$ cat src/rtl/snn_x1_pkg.sv
// Shared types and constants for the X1 crossbar tile sequencer.
package snn_x1_pkg;

    localparam int N_TILES = 4;
    localparam int DW      = 32;

    typedef enum logic [1:0] {
        IDLE,
        ISSUE,
        RESP
    } state_t;

    // Width of a counter that must be able to hold the value timeout_cycles.
    function automatic int timeout_cnt_w(input int timeout_cycles);
        return $clog2(timeout_cycles + 1);
    endfunction

endpackage

$ cat src/rtl/snn_x1_tile_sequencer_if.sv
// Command, response and per-tile Wishbone bus bundle of the tile sequencer.
// The master modport is the sequencer's view; slave is the neuron core plus tiles.
interface snn_x1_tile_sequencer_if;
    import snn_x1_pkg::*;

    logic                    cmd_valid_i;
    logic                    cmd_ready_o;
    logic                    cmd_we_i;
    logic [N_TILES-1:0]      cmd_mask_i;
    logic [N_TILES*DW-1:0]   cmd_dat_i;

    logic                    rsp_valid_o;
    logic                    rsp_ready_i;
    logic [N_TILES*DW-1:0]   rsp_dat_o;
    logic [N_TILES-1:0]      rsp_err_o;

    logic [N_TILES-1:0]      slave_cyc_o;
    logic [N_TILES-1:0]      slave_stb_o;
    logic                    slave_we_o;
    logic [N_TILES*DW-1:0]   slave_dat_o;
    logic [N_TILES*DW-1:0]   slave_dat_i;
    logic [N_TILES-1:0]      slave_ack_i;

    logic                    busy_o;

    modport master (
        input  cmd_valid_i, cmd_we_i, cmd_mask_i, cmd_dat_i,
        input  rsp_ready_i, slave_dat_i, slave_ack_i,
        output cmd_ready_o, rsp_valid_o, rsp_dat_o, rsp_err_o,
        output slave_cyc_o, slave_stb_o, slave_we_o, slave_dat_o, busy_o
    );

    modport slave (
        output cmd_valid_i, cmd_we_i, cmd_mask_i, cmd_dat_i,
        output rsp_ready_i, slave_dat_i, slave_ack_i,
        input  cmd_ready_o, rsp_valid_o, rsp_dat_o, rsp_err_o,
        input  slave_cyc_o, slave_stb_o, slave_we_o, slave_dat_o, busy_o
    );

endinterface

$ cat src/rtl/snn_x1_tile_port.sv
// Per-tile slice: pending flag (which is also the tile's cyc/stb), captured
// read data and timeout error flag.
module snn_x1_tile_port
    import snn_x1_pkg::*;
(
    input  logic          clk,
    input  logic          rst,
    input  logic          start,
    input  logic          mask_bit,
    input  logic          issue,
    input  logic          expire,
    input  logic          we,
    input  logic          ack,
    input  logic [DW-1:0] rd_dat,
    output logic          pending,
    output logic [DW-1:0] dat,
    output logic          err
);

    // Arm on command accept; retire on ack (ack beats a simultaneous expiry) or on timeout.
    always_ff @(posedge clk) begin
        if (rst) begin
            pending <= 1'b0;
            dat     <= '0;
            err     <= 1'b0;
        end else if (start) begin
            pending <= mask_bit;
            dat     <= '0;
            err     <= 1'b0;
        end else if (issue && pending) begin
            if (ack) begin
                pending <= 1'b0;
                dat     <= we ? '0 : rd_dat;
            end else if (expire) begin
                pending <= 1'b0;
                err     <= 1'b1;
            end
        end
    end

endmodule

$ cat src/rtl/snn_x1_tile_sequencer.sv
// Sequences one command at a time across the four X1 tiles, enforces a shared
// per-command timeout and returns one aggregated response.
module snn_x1_tile_sequencer
    import snn_x1_pkg::*;
#(
    parameter int TIMEOUT_CYCLES = 1023
) (
    input  logic                     wb_clk_i,
    input  logic                     wb_rst_i,
    snn_x1_tile_sequencer_if.master  bus
);

    localparam int             CW       = timeout_cnt_w(TIMEOUT_CYCLES);
    localparam logic [CW-1:0]  LAST_CNT = CW'(TIMEOUT_CYCLES - 1);

    state_t                  state;
    logic [CW-1:0]           tmo_cnt;
    logic                    cmd_ready_q;
    logic                    rsp_valid_q;
    logic                    busy_q;
    logic                    we_q;
    logic [N_TILES*DW-1:0]   wdat_q;

    logic                    accept;
    logic                    issue;
    logic                    expire;
    logic                    issue_done;
    logic [N_TILES-1:0]      pending;
    logic [N_TILES-1:0]      err;
    logic [N_TILES*DW-1:0]   cap_dat;

    // Handshake and timeout decode shared by the FSM and every tile slice.
    always_comb begin
        accept     = (state == IDLE) && cmd_ready_q && bus.cmd_valid_i;
        issue      = (state == ISSUE);
        expire     = issue && (tmo_cnt == LAST_CNT);
        issue_done = ((pending & ~bus.slave_ack_i) == '0) || expire;
    end

    // Command FSM with registered handshake outputs, latched write data and timeout counter.
    always_ff @(posedge wb_clk_i) begin
        if (wb_rst_i) begin
            state       <= IDLE;
            tmo_cnt     <= '0;
            cmd_ready_q <= 1'b1;
            rsp_valid_q <= 1'b0;
            busy_q      <= 1'b0;
            we_q        <= 1'b0;
            wdat_q      <= '0;
        end else begin
            case (state)
                IDLE: begin
                    if (accept) begin
                        we_q        <= bus.cmd_we_i;
                        wdat_q      <= bus.cmd_dat_i;
                        tmo_cnt     <= '0;
                        cmd_ready_q <= 1'b0;
                        busy_q      <= 1'b1;
                        if (bus.cmd_mask_i != '0) begin
                            state <= ISSUE;
                        end else begin
                            state       <= RESP;
                            rsp_valid_q <= 1'b1;
                        end
                    end
                end
                ISSUE: begin
                    tmo_cnt <= tmo_cnt + 1'b1;
                    if (issue_done) begin
                        state       <= RESP;
                        rsp_valid_q <= 1'b1;
                    end
                end
                RESP: begin
                    if (bus.rsp_ready_i) begin
                        state       <= IDLE;
                        rsp_valid_q <= 1'b0;
                        cmd_ready_q <= 1'b1;
                        busy_q      <= 1'b0;
                    end
                end
                default: begin
                    state       <= IDLE;
                    cmd_ready_q <= 1'b1;
                    rsp_valid_q <= 1'b0;
                    busy_q      <= 1'b0;
                end
            endcase
        end
    end

    for (genvar k = 0; k < N_TILES; k++) begin : g_tile
        snn_x1_tile_port u_port (
            .clk      (wb_clk_i),
            .rst      (wb_rst_i),
            .start    (accept),
            .mask_bit (bus.cmd_mask_i[k]),
            .issue    (issue),
            .expire   (expire),
            .we       (we_q),
            .ack      (bus.slave_ack_i[k]),
            .rd_dat   (bus.slave_dat_i[k*DW +: DW]),
            .pending  (pending[k]),
            .dat      (cap_dat[k*DW +: DW]),
            .err      (err[k])
        );
    end

    assign bus.cmd_ready_o = cmd_ready_q;
    assign bus.rsp_valid_o = rsp_valid_q;
    assign bus.busy_o      = busy_q;
    assign bus.rsp_dat_o   = cap_dat;
    assign bus.rsp_err_o   = err;
    assign bus.slave_cyc_o = pending;
    assign bus.slave_stb_o = pending;
    assign bus.slave_we_o  = we_q;
    assign bus.slave_dat_o = wdat_q;

endmodule

$ cat src/flat_wrapper.sv
// flat-port wrapper written by rule: the top's interface ports become plain ports
module snn_x1_tile_sequencer_flat import snn_x1_pkg::*;
#(
    parameter int TIMEOUT_CYCLES = 1023
)
  (wb_clk_i, wb_rst_i, bus_cmd_valid_i, bus_cmd_we_i, bus_cmd_mask_i, bus_cmd_dat_i, bus_rsp_ready_i, bus_slave_dat_i, bus_slave_ack_i, bus_cmd_ready_o, bus_rsp_valid_o, bus_rsp_dat_o, bus_rsp_err_o, bus_slave_cyc_o, bus_slave_stb_o, bus_slave_we_o, bus_slave_dat_o, bus_busy_o);
  snn_x1_tile_sequencer_if bus_i ();
  input  logic wb_clk_i;
  input  logic wb_rst_i;
  input wire logic [$bits(bus_i.cmd_valid_i)-1:0] bus_cmd_valid_i;
  input wire logic [$bits(bus_i.cmd_we_i)-1:0] bus_cmd_we_i;
  input wire logic [$bits(bus_i.cmd_mask_i)-1:0] bus_cmd_mask_i;
  input wire logic [$bits(bus_i.cmd_dat_i)-1:0] bus_cmd_dat_i;
  input wire logic [$bits(bus_i.rsp_ready_i)-1:0] bus_rsp_ready_i;
  input wire logic [$bits(bus_i.slave_dat_i)-1:0] bus_slave_dat_i;
  input wire logic [$bits(bus_i.slave_ack_i)-1:0] bus_slave_ack_i;
  output wire logic [$bits(bus_i.cmd_ready_o)-1:0] bus_cmd_ready_o;
  output wire logic [$bits(bus_i.rsp_valid_o)-1:0] bus_rsp_valid_o;
  output wire logic [$bits(bus_i.rsp_dat_o)-1:0] bus_rsp_dat_o;
  output wire logic [$bits(bus_i.rsp_err_o)-1:0] bus_rsp_err_o;
  output wire logic [$bits(bus_i.slave_cyc_o)-1:0] bus_slave_cyc_o;
  output wire logic [$bits(bus_i.slave_stb_o)-1:0] bus_slave_stb_o;
  output wire logic [$bits(bus_i.slave_we_o)-1:0] bus_slave_we_o;
  output wire logic [$bits(bus_i.slave_dat_o)-1:0] bus_slave_dat_o;
  output wire logic [$bits(bus_i.busy_o)-1:0] bus_busy_o;
  assign bus_i.cmd_valid_i = bus_cmd_valid_i;
  assign bus_i.cmd_we_i = bus_cmd_we_i;
  assign bus_i.cmd_mask_i = bus_cmd_mask_i;
  assign bus_i.cmd_dat_i = bus_cmd_dat_i;
  assign bus_i.rsp_ready_i = bus_rsp_ready_i;
  assign bus_i.slave_dat_i = bus_slave_dat_i;
  assign bus_i.slave_ack_i = bus_slave_ack_i;
  assign bus_cmd_ready_o = bus_i.cmd_ready_o;
  assign bus_rsp_valid_o = bus_i.rsp_valid_o;
  assign bus_rsp_dat_o = bus_i.rsp_dat_o;
  assign bus_rsp_err_o = bus_i.rsp_err_o;
  assign bus_slave_cyc_o = bus_i.slave_cyc_o;
  assign bus_slave_stb_o = bus_i.slave_stb_o;
  assign bus_slave_we_o = bus_i.slave_we_o;
  assign bus_slave_dat_o = bus_i.slave_dat_o;
  assign bus_busy_o = bus_i.busy_o;
  snn_x1_tile_sequencer #(.TIMEOUT_CYCLES(TIMEOUT_CYCLES)) u_core (.wb_clk_i(wb_clk_i), .wb_rst_i(wb_rst_i), .bus(bus_i));
endmodule
$ cat config.mk
export PLATFORM = sky130hd
export DESIGN_NAME = snn_x1_tile_sequencer_flat
export DESIGN_NICKNAME = d
export VERILOG_FILES = /design/src/rtl/snn_x1_pkg.sv /design/src/rtl/snn_x1_tile_sequencer_if.sv /design/src/rtl/snn_x1_tile_port.sv /design/src/rtl/snn_x1_tile_sequencer.sv /design/src/flat_wrapper.sv
export SDC_FILE = /design/constraint.sdc
export NUM_CORES = 1
export LEC_CHECK = 0
export BUFFER_PORTS_ARGS = -buffer_cell sky130_fd_sc_hd__clkbuf_2
export CELL_PAD_IN_SITES_DETAIL_PLACEMENT = 0
export CELL_PAD_IN_SITES_GLOBAL_PLACEMENT = 1
export CORE_AREA = 2 2 208 210
export DETAILED_ROUTE_END_ITERATION = 10
export DIE_AREA = 0 0 210 212
export GPL_ROUTABILITY_DRIVEN = 0
export HOLD_SLACK_MARGIN = 0.02
export PLACE_DENSITY_LB_ADDON = 0.1
export SKIP_LAST_GASP = 1
export SYNTH_ARGS = -nofsm -noshare
export SYNTH_HDL_FRONTEND = slang
export SYNTH_SLANG_ARGS = --single-unit
$ cat constraint.sdc
create_clock -name wb_clk_i -period 1.5 [get_ports wb_clk_i]
set_clock_uncertainty 0.15 [all_clocks]
set_input_delay 0.075 -clock wb_clk_i [delete_from_list [all_inputs] [get_ports wb_clk_i]]
set_output_delay 0.075 -clock wb_clk_i [all_outputs]
set_load 0.02 [all_outputs]
==> out/results.txt <==
Pwr Density -> 1080 nW/um2
GRT Util Overall -> 19.5%
H-tree levels -> 2
setup TNS -> -11.32 ns
WHS -> 0.157 ns
cell taking the most area after synthesis -> dfxtp_1
fin crit period -> 1.62 ns
synth unique cells -> 43
LEAKAGE -> 7.93 nW
Hold/Removal Path Class -> primary input to flop
fraction of layout cells with a size suffix above 1 -> 35.3%
status -> finished with violations
largest net degree at the start of global routing -> 69
fin nets -> 2365
endpoints failing setup -> 248
Critical Path AT -> 1.93 ns
CTS Sinks -> 280
Max clock buf depth -> 3
CTS tree -> done
Max Cap Viol -> 0
Post-Route WL -> 47400 um
first-pass GRT wire length -> 67700 um
violated checks -> negative setup slack
FF+latch count, synth -> 280
std cell rows -> 76
HPWL after detailed placement -> 32100 um
max_slew headroom -> 69.8%
worst-path cell chain -> and2b_4, and3_4, buf_12, nand3b_1, a21oi_2
post-route cell area -> 18700 um2
Yosys top cell area share -> 52.1%
clock transition at the registers of the reported paths -> 0.06 ns
Port Buffers -> 540
Max Slew Vio Count -> 0
chip width -> 210 um
die height -> 212 um
# IOs -> 541
DP Worst Slack -> -0.0867 ns
final setup margin -> -0.119 ns
Worst Setup Start Kind -> flop
sequential area share after synthesis -> 52.1%
largest cells by area after synthesis -> dfxtp_1, nand2_1, a21oi_1
Hold Path Stages -> 4
Antenna Violating Nets Remaining -> 0
Max VDD drop -> 0.782 mV
root buf cell -> clkbuf_16
final hold vios -> 0
Syn Area/Cell -> 8.43 um2
Initial Utilization -> 25.3%
top_reg_cell synth -> dfxtp_1
CP required -> 1.81 ns
asr flop ratio synth -> 0%
Mapped Cells -> 1276
initial antenna violation count -> 2
Clock Latency Late Sink -> 0.53 ns
CP endpoint kind -> flop
hold_sp -> bus_cmd_dat_i[73]
Die ar. -> 44500 um2
Post-route DRC -> 0
drt initial violations -> 552
unrepaired setup endpoints after global routing -> yes
number of buffers created by CTS -> 36
Vias/cell -> 4.49
most common cell after layout, fill and taps aside -> clkbuf_2
maximum fanout along the worst path -> 8
Final Cycle Share -> 108%
Area growth syn-to-layout -> 74.2%
YS warnings -> 0
Crit-path slowest cell -> dfxtp_2
RR Endpoint -> u_core.g_tile[3].u_port.dat[15]
Vias -> 11954
vias in the first global route -> 11600
Worst path max stage delay -> 0.34 ns
Max Clk Rate -> 618 MHz
syn nets -> 1547
hold endpoint -> u_core.bus.slave_dat_o[73]
RR Startpoint -> u_core.state[1]
Reg2Reg Setup Slack -> -0.12 ns
worst reg-to-reg path cell count -> 5
fillcell total -> 4334
Post-synth EDFFs -> 0
Mapped Area -> 10800 um2
dpl cell area -> 14300 um2
CP Class -> flop to flop
Worst-Margin Slew -> 0.450 ns
commonest non-fill, non-tap cells in the layout -> clkbuf_2, nand2_1, dfxtp_1
Core Area -> 42500 um2
DR pass1 iterations -> 7
DR WL/cell -> 17.8 um
Remaining Overflow, GRT -> 0
==> registers in the layout, summed over array words and instances, names as in the netlist <==
register and cells:
u_core.bus.cmd_ready_o 1, u_core.bus.slave_we_o 1, u_core.bus.rsp_valid_o 1, u_core.tmo_cnt 10
u_core.g_tile.u_port.dat 128, u_core.bus.slave_dat_o 128, u_core.state 2, u_core.g_tile.u_port.pending 4
u_core.bus.busy_o 1, u_core.g_tile.u_port.err 4
==> critical path, delay by kind of cell, from the launching register on <==
family	cells	cell delay [ns]
AOI/OAI and AO/OA	1	0.14
DFF	1	0.34
buffers and inverters	1	0.17
and+or+nand+nor	3	0.74
==> cell usage after synthesis (2+ instances only) <==
cell type and n:
nand4_1 5, nor2_1 11, a21oi_1 274, buf_8 12, o41ai_1 2, or4_1 2, dfxtp_1 280, nand3b_1 129
ha_1 2, or3_1 2, o21a_1 6, o311ai_0 2, nand3_1 5, buf_4 15, nand2b_1 6, o21ai_0 3
buf_1 3, buf_2 38, and2_1 2, or2_2 2, nand2_1 395, nor3_1 2, buf_6 11, clkbuf_1 39
nor2_4 2, and3_1 6, nand3_2 4
==> power by group <==
group	switching [mW]	internal, mW	leakage [nW]
clock	3.32	4.78	0.525
combinational	2.21	1.89	5.13
sequential	0.206	7.82	2.28
==> cells by family (layout without fill, tap and decap cells) <==
| logic type | count (synthesis) | count (layout) | synth area share (%) |
|---|---|---|---|
| buffers and inverters | 119 | 959 | 7.14 |
| flip-flops | 280 | 280 | 52.1 |
| adder cells (fa/ha/maj) | 2 | 2 | 0.233 |
| other | 0 | 1 | 0 |
| AND/OR/NAND/NOR | 583 | 583 | 26.5 |
| AO/OA/AOI/OAI | 292 | 292 | 14.0 |
==> how the worst max path moves through the flow <==
stage / from / to / slack (ns)
finish: u_core.state[1] / u_core.g_tile[3].u_port.dat[15] / -0.12
global route: u_core.state[1] / u_core.g_tile[3].u_port.dat[15] / -0.20
CTS: u_core.state[1] / u_core.g_tile[2].u_port.dat[13] / -0.09
detailed placement: u_core.tmo_cnt[1] / u_core.bus.rsp_valid_o / -0.09
global placement: u_core.state[1] / u_core.g_tile[1].u_port.dat[11] / -0.09
floorplan: u_core.tmo_cnt[1] / u_core.tmo_cnt[8] / -0.05
==> routing by layer <==
layer  global-route usage [%]  share of wire (%)  routed length (um)  vias up
met5                        0              0.023                  11        -
met1                     23.3                 41               19500     5595
met4                     5.62                2.0                 961        2
met2                     33.7                 50               23700      389
li1                         -                  -                   -     5906
met3                     5.89                6.9                3270       62
==> metrics by stage <==
stage               util (%)  total power [mW]  std cells
finish                  44.1              20.2       2663
global route            44.1              21.2       2663
global placement        33.6              11.5       2313
floorplan                  -              9.93       1276
CTS                     42.8              20.4       2645
detailed placement      33.6              11.5       2313
==> cell type report <==
cell class                 instances  area [um2]  share of cell area (%)
clock inverter                     4        27.5                   0.147
clock buffer                      56        1050                    5.59
multi-input combinational        877        4680                    24.9
antenna                            1        2.50                  0.0133
timing repair buffer             898        6680                    35.7
sequential                       280        5620                    30.0
inverter                           1        3.75                  0.0200
tap                              546         683                    3.64
==> what timing repair did <==
| action | CTS | global route |
|---|---|---|
| hold endpoints to repair | 279 | 0 |
| resized for setup | 25 | 56 |
| pin swaps | 5 | 120 |
| buffers inserted | 3 | 1 |
| setup endpoints to repair | 267 | 283 |
| gates cloned | 1 | 16 |
| hold buffers | 268 | 0 |
No activity file was read; power rests on OpenSTA's default activity.
